`src/rtl/dmem_arbiter.sv`:
```
// Two-port arbiter sharing one data-memory word port between the CPU LSU (c) and
// the debug/loader port (d), with a one-cycle response path to the winning port.
module dmem_arbiter #(
  parameter int ADDR_W       = 32,
  parameter int DEPTH_WORDS  = 64,
  parameter int ARB_MODE     = 0,
  parameter int STARVE_LIMIT = 4
) (
  input  logic                           clk,
  input  logic                           rst,
  input  logic                           c_valid,
  output logic                           c_ready,
  input  logic                           c_we,
  input  logic [ADDR_W-1:0]              c_addr,
  input  logic [31:0]                    c_wdata,
  input  logic [3:0]                     c_wstrb,
  output logic                           c_rvalid,
  output logic [31:0]                    c_rdata,
  output logic                           c_err,
  input  logic                           d_valid,
  output logic                           d_ready,
  input  logic                           d_we,
  input  logic [ADDR_W-1:0]              d_addr,
  input  logic [31:0]                    d_wdata,
  input  logic [3:0]                     d_wstrb,
  output logic                           d_rvalid,
  output logic [31:0]                    d_rdata,
  output logic                           d_err,
  output logic                           mem_en,
  output logic                           mem_we,
  output logic [$clog2(DEPTH_WORDS)-1:0] mem_addr,
  output logic [31:0]                    mem_wdata,
  output logic [3:0]                     mem_wstrb,
  input  logic [31:0]                    mem_rdata
);

  localparam int MAW = $clog2(DEPTH_WORDS);
  localparam int SW  = (STARVE_LIMIT > 0) ? $clog2(STARVE_LIMIT + 1) : 1;
  localparam logic [SW-1:0]     STARVE_MAX = SW'(STARVE_LIMIT);
  localparam logic [ADDR_W-1:0] WORD_LIM   = ADDR_W'(DEPTH_WORDS);

  logic              r_last_d;
  logic [SW-1:0]     r_starve;
  logic              r_c_rv;
  logic              r_d_rv;
  logic              r_rsp_err;
  logic              r_rsp_ld;
  logic [31:0]       r_c_rdata;
  logic [31:0]       r_d_rdata;

  logic              w_gnt_c;
  logic              w_gnt_d;
  logic              w_acc;
  logic              w_sel_we;
  logic [ADDR_W-1:0] w_sel_addr;
  logic [31:0]       w_sel_wdata;
  logic [3:0]        w_sel_wstrb;
  logic              w_in_range;
  logic [31:0]       w_rsp_data;

  // Grant: a lone requester always wins; a tie goes by mode (alternate, or CPU unless d is starved).
  always_comb begin
    w_gnt_c = 1'b0;
    w_gnt_d = 1'b0;
    if (!rst) begin
      if (c_valid && d_valid) begin
        if (ARB_MODE == 0) w_gnt_c = r_last_d;
        else               w_gnt_c = (r_starve != STARVE_MAX);
        w_gnt_d = !w_gnt_c;
      end else begin
        w_gnt_c = c_valid;
        w_gnt_d = d_valid;
      end
    end
  end

  assign c_ready = w_gnt_c;
  assign d_ready = w_gnt_d;
  assign w_acc   = w_gnt_c | w_gnt_d;

  assign w_sel_we    = w_gnt_d ? d_we    : c_we;
  assign w_sel_addr  = w_gnt_d ? d_addr  : c_addr;
  assign w_sel_wdata = w_gnt_d ? d_wdata : c_wdata;
  assign w_sel_wstrb = w_gnt_d ? d_wstrb : c_wstrb;
  assign w_in_range  = (w_sel_addr >> 2) < WORD_LIM;

  assign mem_en    = w_acc & w_in_range;
  assign mem_we    = w_acc & w_sel_we;
  assign mem_addr  = w_sel_addr[MAW+1:2];
  assign mem_wdata = w_sel_wdata;
  assign mem_wstrb = w_sel_we ? w_sel_wstrb : 4'b0000;

  // Response stage: memory read data lands this cycle; only in-range loads return it.
  assign w_rsp_data = r_rsp_ld ? mem_rdata : 32'h0;

  assign c_rvalid = r_c_rv & ~rst;
  assign d_rvalid = r_d_rv & ~rst;
  assign c_err    = r_c_rv & r_rsp_err & ~rst;
  assign d_err    = r_d_rv & r_rsp_err & ~rst;
  assign c_rdata  = rst ? 32'h0 : (r_c_rv ? w_rsp_data : r_c_rdata);
  assign d_rdata  = rst ? 32'h0 : (r_d_rv ? w_rsp_data : r_d_rdata);

  always_ff @(posedge clk) begin
    if (rst) begin
      r_last_d  <= 1'b1;
      r_starve  <= '0;
      r_c_rv    <= 1'b0;
      r_d_rv    <= 1'b0;
      r_rsp_err <= 1'b0;
      r_rsp_ld  <= 1'b0;
      r_c_rdata <= 32'h0;
      r_d_rdata <= 32'h0;
    end else begin
      r_c_rv    <= w_gnt_c;
      r_d_rv    <= w_gnt_d;
      r_rsp_err <= w_acc & ~w_in_range;
      r_rsp_ld  <= w_acc & w_in_range & ~w_sel_we;
      if (r_c_rv) r_c_rdata <= w_rsp_data;
      if (r_d_rv) r_d_rdata <= w_rsp_data;
      if (w_acc) begin
        r_last_d <= w_gnt_d;
        if ((ARB_MODE == 0) || w_gnt_d || !d_valid) r_starve <= '0;
        else if (r_starve != STARVE_MAX)            r_starve <= r_starve + SW'(1);
      end
    end
  end

endmodule

```
`config.mk`:
```
export PLATFORM = sky130hd
export DESIGN_NAME = dmem_arbiter
export DESIGN_NICKNAME = d
export VERILOG_FILES = /design/src/rtl/dmem_arbiter.sv
export SDC_FILE = /design/constraint.sdc
export NUM_CORES = 1
export LEC_CHECK = 0
export CAP_MARGIN = 20
export CORE_AREA = 5 5 114 116
export CTS_CLUSTER_SIZE = 16
export DETAILED_ROUTE_END_ITERATION = 10
export DIE_AREA = 0 0 119 121
export GPL_TIMING_DRIVEN = 0
export HOLD_SLACK_MARGIN = 0.08
export PLACE_DENSITY = 0.74
export SETUP_SLACK_MARGIN = 0.5
export SLEW_MARGIN = 20
export SYNTH_ARGS = -nofsm -noshare
export SYNTH_HDL_FRONTEND = slang
export SYNTH_SLANG_ARGS = --single-unit
export TNS_END_PERCENT = 1
```
`constraint.sdc`:
```
create_clock -name clk -period 1.09 [get_ports clk]
set_clock_uncertainty 0.05 [all_clocks]
set_input_delay 0.1635 -clock clk [delete_from_list [all_inputs] [get_ports clk]]
set_output_delay 0.1635 -clock clk [all_outputs]
set_load 0.005 [all_outputs]
```
## Yosys cells after proc, flatten, opt, wreduce, memory -nomap -nowiden

Index checks and enable logic that the tools add are counted.

| word-level totals | value |
|---|---|
| latch bits | 0 |
| bits in registers | 69 |
| ROM bits | 0 |
| bits in writable memories | 0 |
| memories kept | 0 |
| logic and storage cells | 40 |
| input bits | 174 |
| output and inout port bits | 114 |

| operators by class | value |
|---|---|
| reduce and logical (&&, ||, !) cells | 2 |
| equal/unequal tests | 0 |
| multipliers | 0 |
| divide/modulo/power cells | 0 |
| muxes and demuxes | 16 |
| $lt $le $gt $ge | 1 |
| add/sub/neg operators | 0 |
| shift-type cells | 0 |
| bitwise logic cells | 14 |

Operator list:

| cell | number |
|---|---|
| $mux W32 | 7 |
| $lt A30 B7 Y1 const B | 1 |
| $and A1 B1 Y1 | 10 |
| $mux W4 | 2 |
| $mux W1 | 7 |
| $not A1 Y1 | 3 |
| $logic_and A1 B1 Y1 | 1 |
| $logic_not A1 Y1 | 1 |
| $or A1 B1 Y1 | 1 |

## Logic depth before layout (Yosys ltp)

| logic depth | value |
|---|---|
| depth in word-level cells | 10 |
| depth in mapped cells | 7 |
| gate-level depth less buffers | 5 |

## Least setup slack after synthesis

Ideal clock, no wire load.

| timing | value |
|---|---|
| kind | flip-flop to output port |
| start | register r_c_rv |
| end | output port c_rdata[10] |
| buffers on the path | 2 |
| data arrival time | 0.996 ns |
| setup slack | -0.119 ns |
| data required time | 0.877 ns |
| cell stages (with the launch flop) | 5 |
| cell sequence | dfxtp_1 -> clkbuf_1 -> buf_2 -> nand3_1 -> a21oi_1 |

| on the way | value |
|---|---|
| cells in the longest elaborated chain, start to end | 2 |

Ends and longest elaborated chain:

| element | line | RTL |
|---|---|---|
| from (decl) | 44 | `logic r_c_rv;` |
| from (signal assigned) | 114 | `r_c_rv <= w_gnt_c;` |
| $mux W32 (2 in a row) | - |  |
| to (decl) | 18 | `output logic [31:0] c_rdata,` |

Every way passes these cells.

## Final worst setup path

| timing | value |
|---|---|
| start | register r_last_d |
| end | output port mem_en |

| on the way | value |
|---|---|
| cells in the longest elaborated chain, start to end | 8 |
| elaborated cells between the ends (all ways) | 11 |
| those cells by class | order compare (1); mux (7); bitwise (2); reduce/logical (1) |

Ends and longest elaborated chain:

| element | line | RTL |
|---|---|---|
| from (decl) | 42 | `logic r_last_d;` |
| from (signal assigned) | 121 | `r_last_d <= w_gnt_d;` |
| $mux W1 (*) | 66 | `if (c_valid && d_valid) begin` |
| $mux W1 (*) | 65 | `if (!rst) begin` |
| $logic_not A1 Y1 | 69 | `w_gnt_d = !w_gnt_c;` |
| $mux W1 | 66 |  |
| $mux W1 | 65 |  |
| $mux W32 | 82 | `assign w_sel_addr = w_gnt_d ? d_addr : c_addr;` |
| $lt A30 B7 Y1 | 85 | `assign w_in_range = (w_sel_addr >> 2) < WORD_LIM;` |
| $and A1 B1 Y1 (*) | 87 | `assign mem_en = w_acc & w_in_range;` |
| to (decl) | 29 | `output logic mem_en,` |

Every way passes the cells marked *; elsewhere a longest branch is shown, timed or not. The select of a mux whose other input is x is not followed.

==> impl_metrics.env <==
export IMPL_core_mm2=0.0118
export IMPL_violations="negative setup slack"
export IMPL_hold_slack_ns=0.273
export IMPL_tightestPinTransition_ns=0.817
export IMPL_netlist_top_cells_area="dfxtp_1 41%, nand2_1 14%, nand2b_1 12%"
export IMPL_max_freq_mhz=559
export IMPL_numCtsBuffers=9
export IMPL_drt_initial_drc_count=211
export IMPL_finalNetCount=950
export IMPL_r2r_cells=9
export IMPL_io_pins=288
export IMPL_final_common_cell="clkdlybuf4s50_1"
export IMPL_critPathMaxFanout=8
export IMPL_ys_seq_area_frac=0.412
export IMPL_synth_mux_area_frac=0.0101
export IMPL_p_leak_nw=2.90
export IMPL_totalPowerFinal_mw=6.69
export IMPL_avgSynthCellArea_um2=7.29
export IMPL_final_cell_mix="162 x clkdlybuf4s50_1, 103 x nand2_1, 67 x buf_2, 67 x a21oi_2, 65 x dfxtp_1"
export IMPL_synth_xor_area_share=0
export IMPL_ir_drop_mv=0.584
export IMPL_fin_crit_sh=1.64
export IMPL_crit_path_end="mem_en"
export IMPL_diodes=0
export IMPL_ctsLongestPathBuffers=2
export IMPL_postRouteAntennaNets=0
export IMPL_grt_start_max_net_pins=13
export IMPL_drc_errors=0
export IMPL_design_area_mm2=0.00728
export IMPL_post_route_cells_drive_above_1_share=0.393
export IMPL_die_w_um=119
export IMPL_crit_start="r_last_d"
export IMPL_via_per_inst=4.81
export IMPL_area_growth_pct=117
export IMPL_grt_pass1_vias=4768
export IMPL_status="complete, but fails checks"
export IMPL_overflow=0
export IMPL_clock_sinks=69
export IMPL_slew_viol_final=0
export IMPL_critical_path_class="flip-flop to primary output"
export IMPL_syn_area_mm2=0.00335
export IMPL_placed_cell_area_mm2=0.00640
export IMPL_synthDistinctLibCells=25
export IMPL_worst_setup_path_start_kind="flip-flop"
export IMPL_vias=4467
export IMPL_r2r_start="r_last_d"
export IMPL_fin_tns_setup_ns=-66.68
export IMPL_worst_setup_path_end_kind="primary output"
export IMPL_nFillCells=1041
export IMPL_max_cap_violations=0
export IMPL_syn_num_nets=634
export IMPL_post_place_ws_ns=-1.21
export IMPL_synth_compound_area_frac=0.110
export IMPL_initial_core_util=0.284
export IMPL_row_count=40
export IMPL_wl_per_cell_um=18.4
export IMPL_synth_top_family_by_area="simple AND/OR/NAND/NOR gates"
export IMPL_slew_limit_headroom=0.456
export IMPL_antenna_found_initial=0
export IMPL_die_y_um=121
export IMPL_clkTransAtPathRegs_ns=0.06
export IMPL_synth_simple_gate_area_frac=0.408
export IMPL_setup_viol=130
export IMPL_grtUsageTotal=0.225
export IMPL_layout_setup_ws_ns=-0.700
export IMPL_critPathArrivalTime_ns=1.58
export IMPL_dr_pass1_iters=4
export IMPL_place_congestion=0.903
export IMPL_die_area_mm2=0.0144
export IMPL_hp_class="input port to flip-flop"
export IMPL_wirelength_um=17100
export IMPL_io_buffer_count=282
export IMPL_hold_viol=0
export IMPL_yosys_area_top_type_share=0.412
export IMPL_cp_required_ns=0.88
export IMPL_yosysTopAreaCell="dfxtp_1"
export IMPL_grt_pass1_wl_um=25700
export IMPL_rsz0062_at_grt="true"
export IMPL_dpl_hpwl_um=13100
export IMPL_reg2reg_to="r_rsp_ld"
export IMPL_synth_cells=460
export IMPL_tritoncts="built"
export IMPL_synth_warnings=0
export IMPL_ys_ff_latch=69
export IMPL_min_period_ns=1.79
export IMPL_cts_htree_levels=3
export IMPL_yosys_area_share_adder=0
export IMPL_insertion_delay_ns=0.32
export IMPL_rrSetupSlack_ns=-0.36
export IMPL_powerDensity_mw_per_mm2=919
export IMPL_root_buffer="clkbuf_16"
report_power, final:
| group | switching [mW] | total [mW] | internal [mW] |
|---|---|---|---|
| Sequential | 0.0106 | 2.54 | 2.53 |
| Clock | 1.08 | 2.60 | 1.52 |
| Combinational | 0.605 | 1.55 | 0.945 |
| Total | 1.70 | 6.69 | 5.00 |
worst min path at each step:
stage / cells after the start / from / endpoint / slack [ns]
finish: 4 / c_valid / r_last_d / 0.27
global route: 4 / c_valid / r_last_d / 0.33
CTS: 4 / c_valid / r_last_d / 0.27
detailed placement: 2 / r_c_rdata[27] / r_c_rdata[27] / 0.42
global placement: 2 / r_d_rdata[30] / r_d_rdata[30] / 0.41
floorplan: 2 / d_valid / r_last_d / 0.25
cells by family after synthesis:
kind of cell / count (synthesis)
AO/OA/AOI/OAI: 72
AND/OR/NAND/NOR: 277
multiplexers: 2
buffers and inverters: 40
flip-flops: 69
registers in the layout (all words and copies together), names as in the netlist:
register   count
r_c_rdata     32
r_d_rdata     32
r_c_rv         1
r_d_rv         1
r_last_d       1
r_rsp_err      1
r_rsp_ld       1
synthesized netlist by cell type, drive strengths merged:
master  instances
a211oi          1
a21oi          69
and3b           3
and4            2
buf            23
clkbuf         15
clkinv          1
dfxtp          69
inv             1
mux2            1
mux2i           1
nand2         123
nand2b         65
nand3          64
nand3b          1
nand4           2
nor2            3
nor2b           2
nor4           12
o21ai           1
o21bai          1
layer usage:
metal / track usage / wire length [µm] / share of wire / up-vias
met5: 0 / 0 / 0 / -
met4: 0.0746 / 342 / 0.020 / 0
met3: 0.0592 / 1190 / 0.070 / 25
met2: 0.432 / 9460 / 0.55 / 183
met1: 0.237 / 6130 / 0.36 / 2090
li1: - / - / - / 2169
per-stage QoR:
step | utilization | instances
after floorplan | - | 460
after global placement | 0.542 | 889
after detailed placement | 0.542 | 889
after CTS | 0.603 | 926
after global routing | 0.616 | 928
final | 0.616 | 928
worst max-delay path, stage by stage, from the launching register on:
cell,delay [ns]
dfxtp_2,0.32
nand2_2,0.08
nand3b_4,0.09
buf_12,0.16
clkinv_8,0.07
buf_6,0.09
buf_6,0.08
nand4_4,0.07
a21oi_2,0.15
buf_2,0.14
what timing repair did:
action | 4_1_cts | 5_1_grt
endpoints found under the hold margin | 0 | 0
cloned | 2 | 0
buffers inserted | 19 | 2
resized for setup | 539 | 81
endpoints found under the setup margin | 183 | 183
hold buffers | 0 | 0
pin swaps | 22 | 19
cell type report:
type                    count  area [µm²]  share of cell area
plain buffers              38         439              0.0603
repair buffers            305        2680               0.368
clock buffers               9         225              0.0309
flip-flops and latches     69        1390               0.191
multi-input cells         351        2300               0.316
inverters                   2        20.0             0.00275
well taps                 147         184              0.0253
clock inverters             7        42.5             0.00584
No activity file was read; power rests on OpenSTA's default activity.
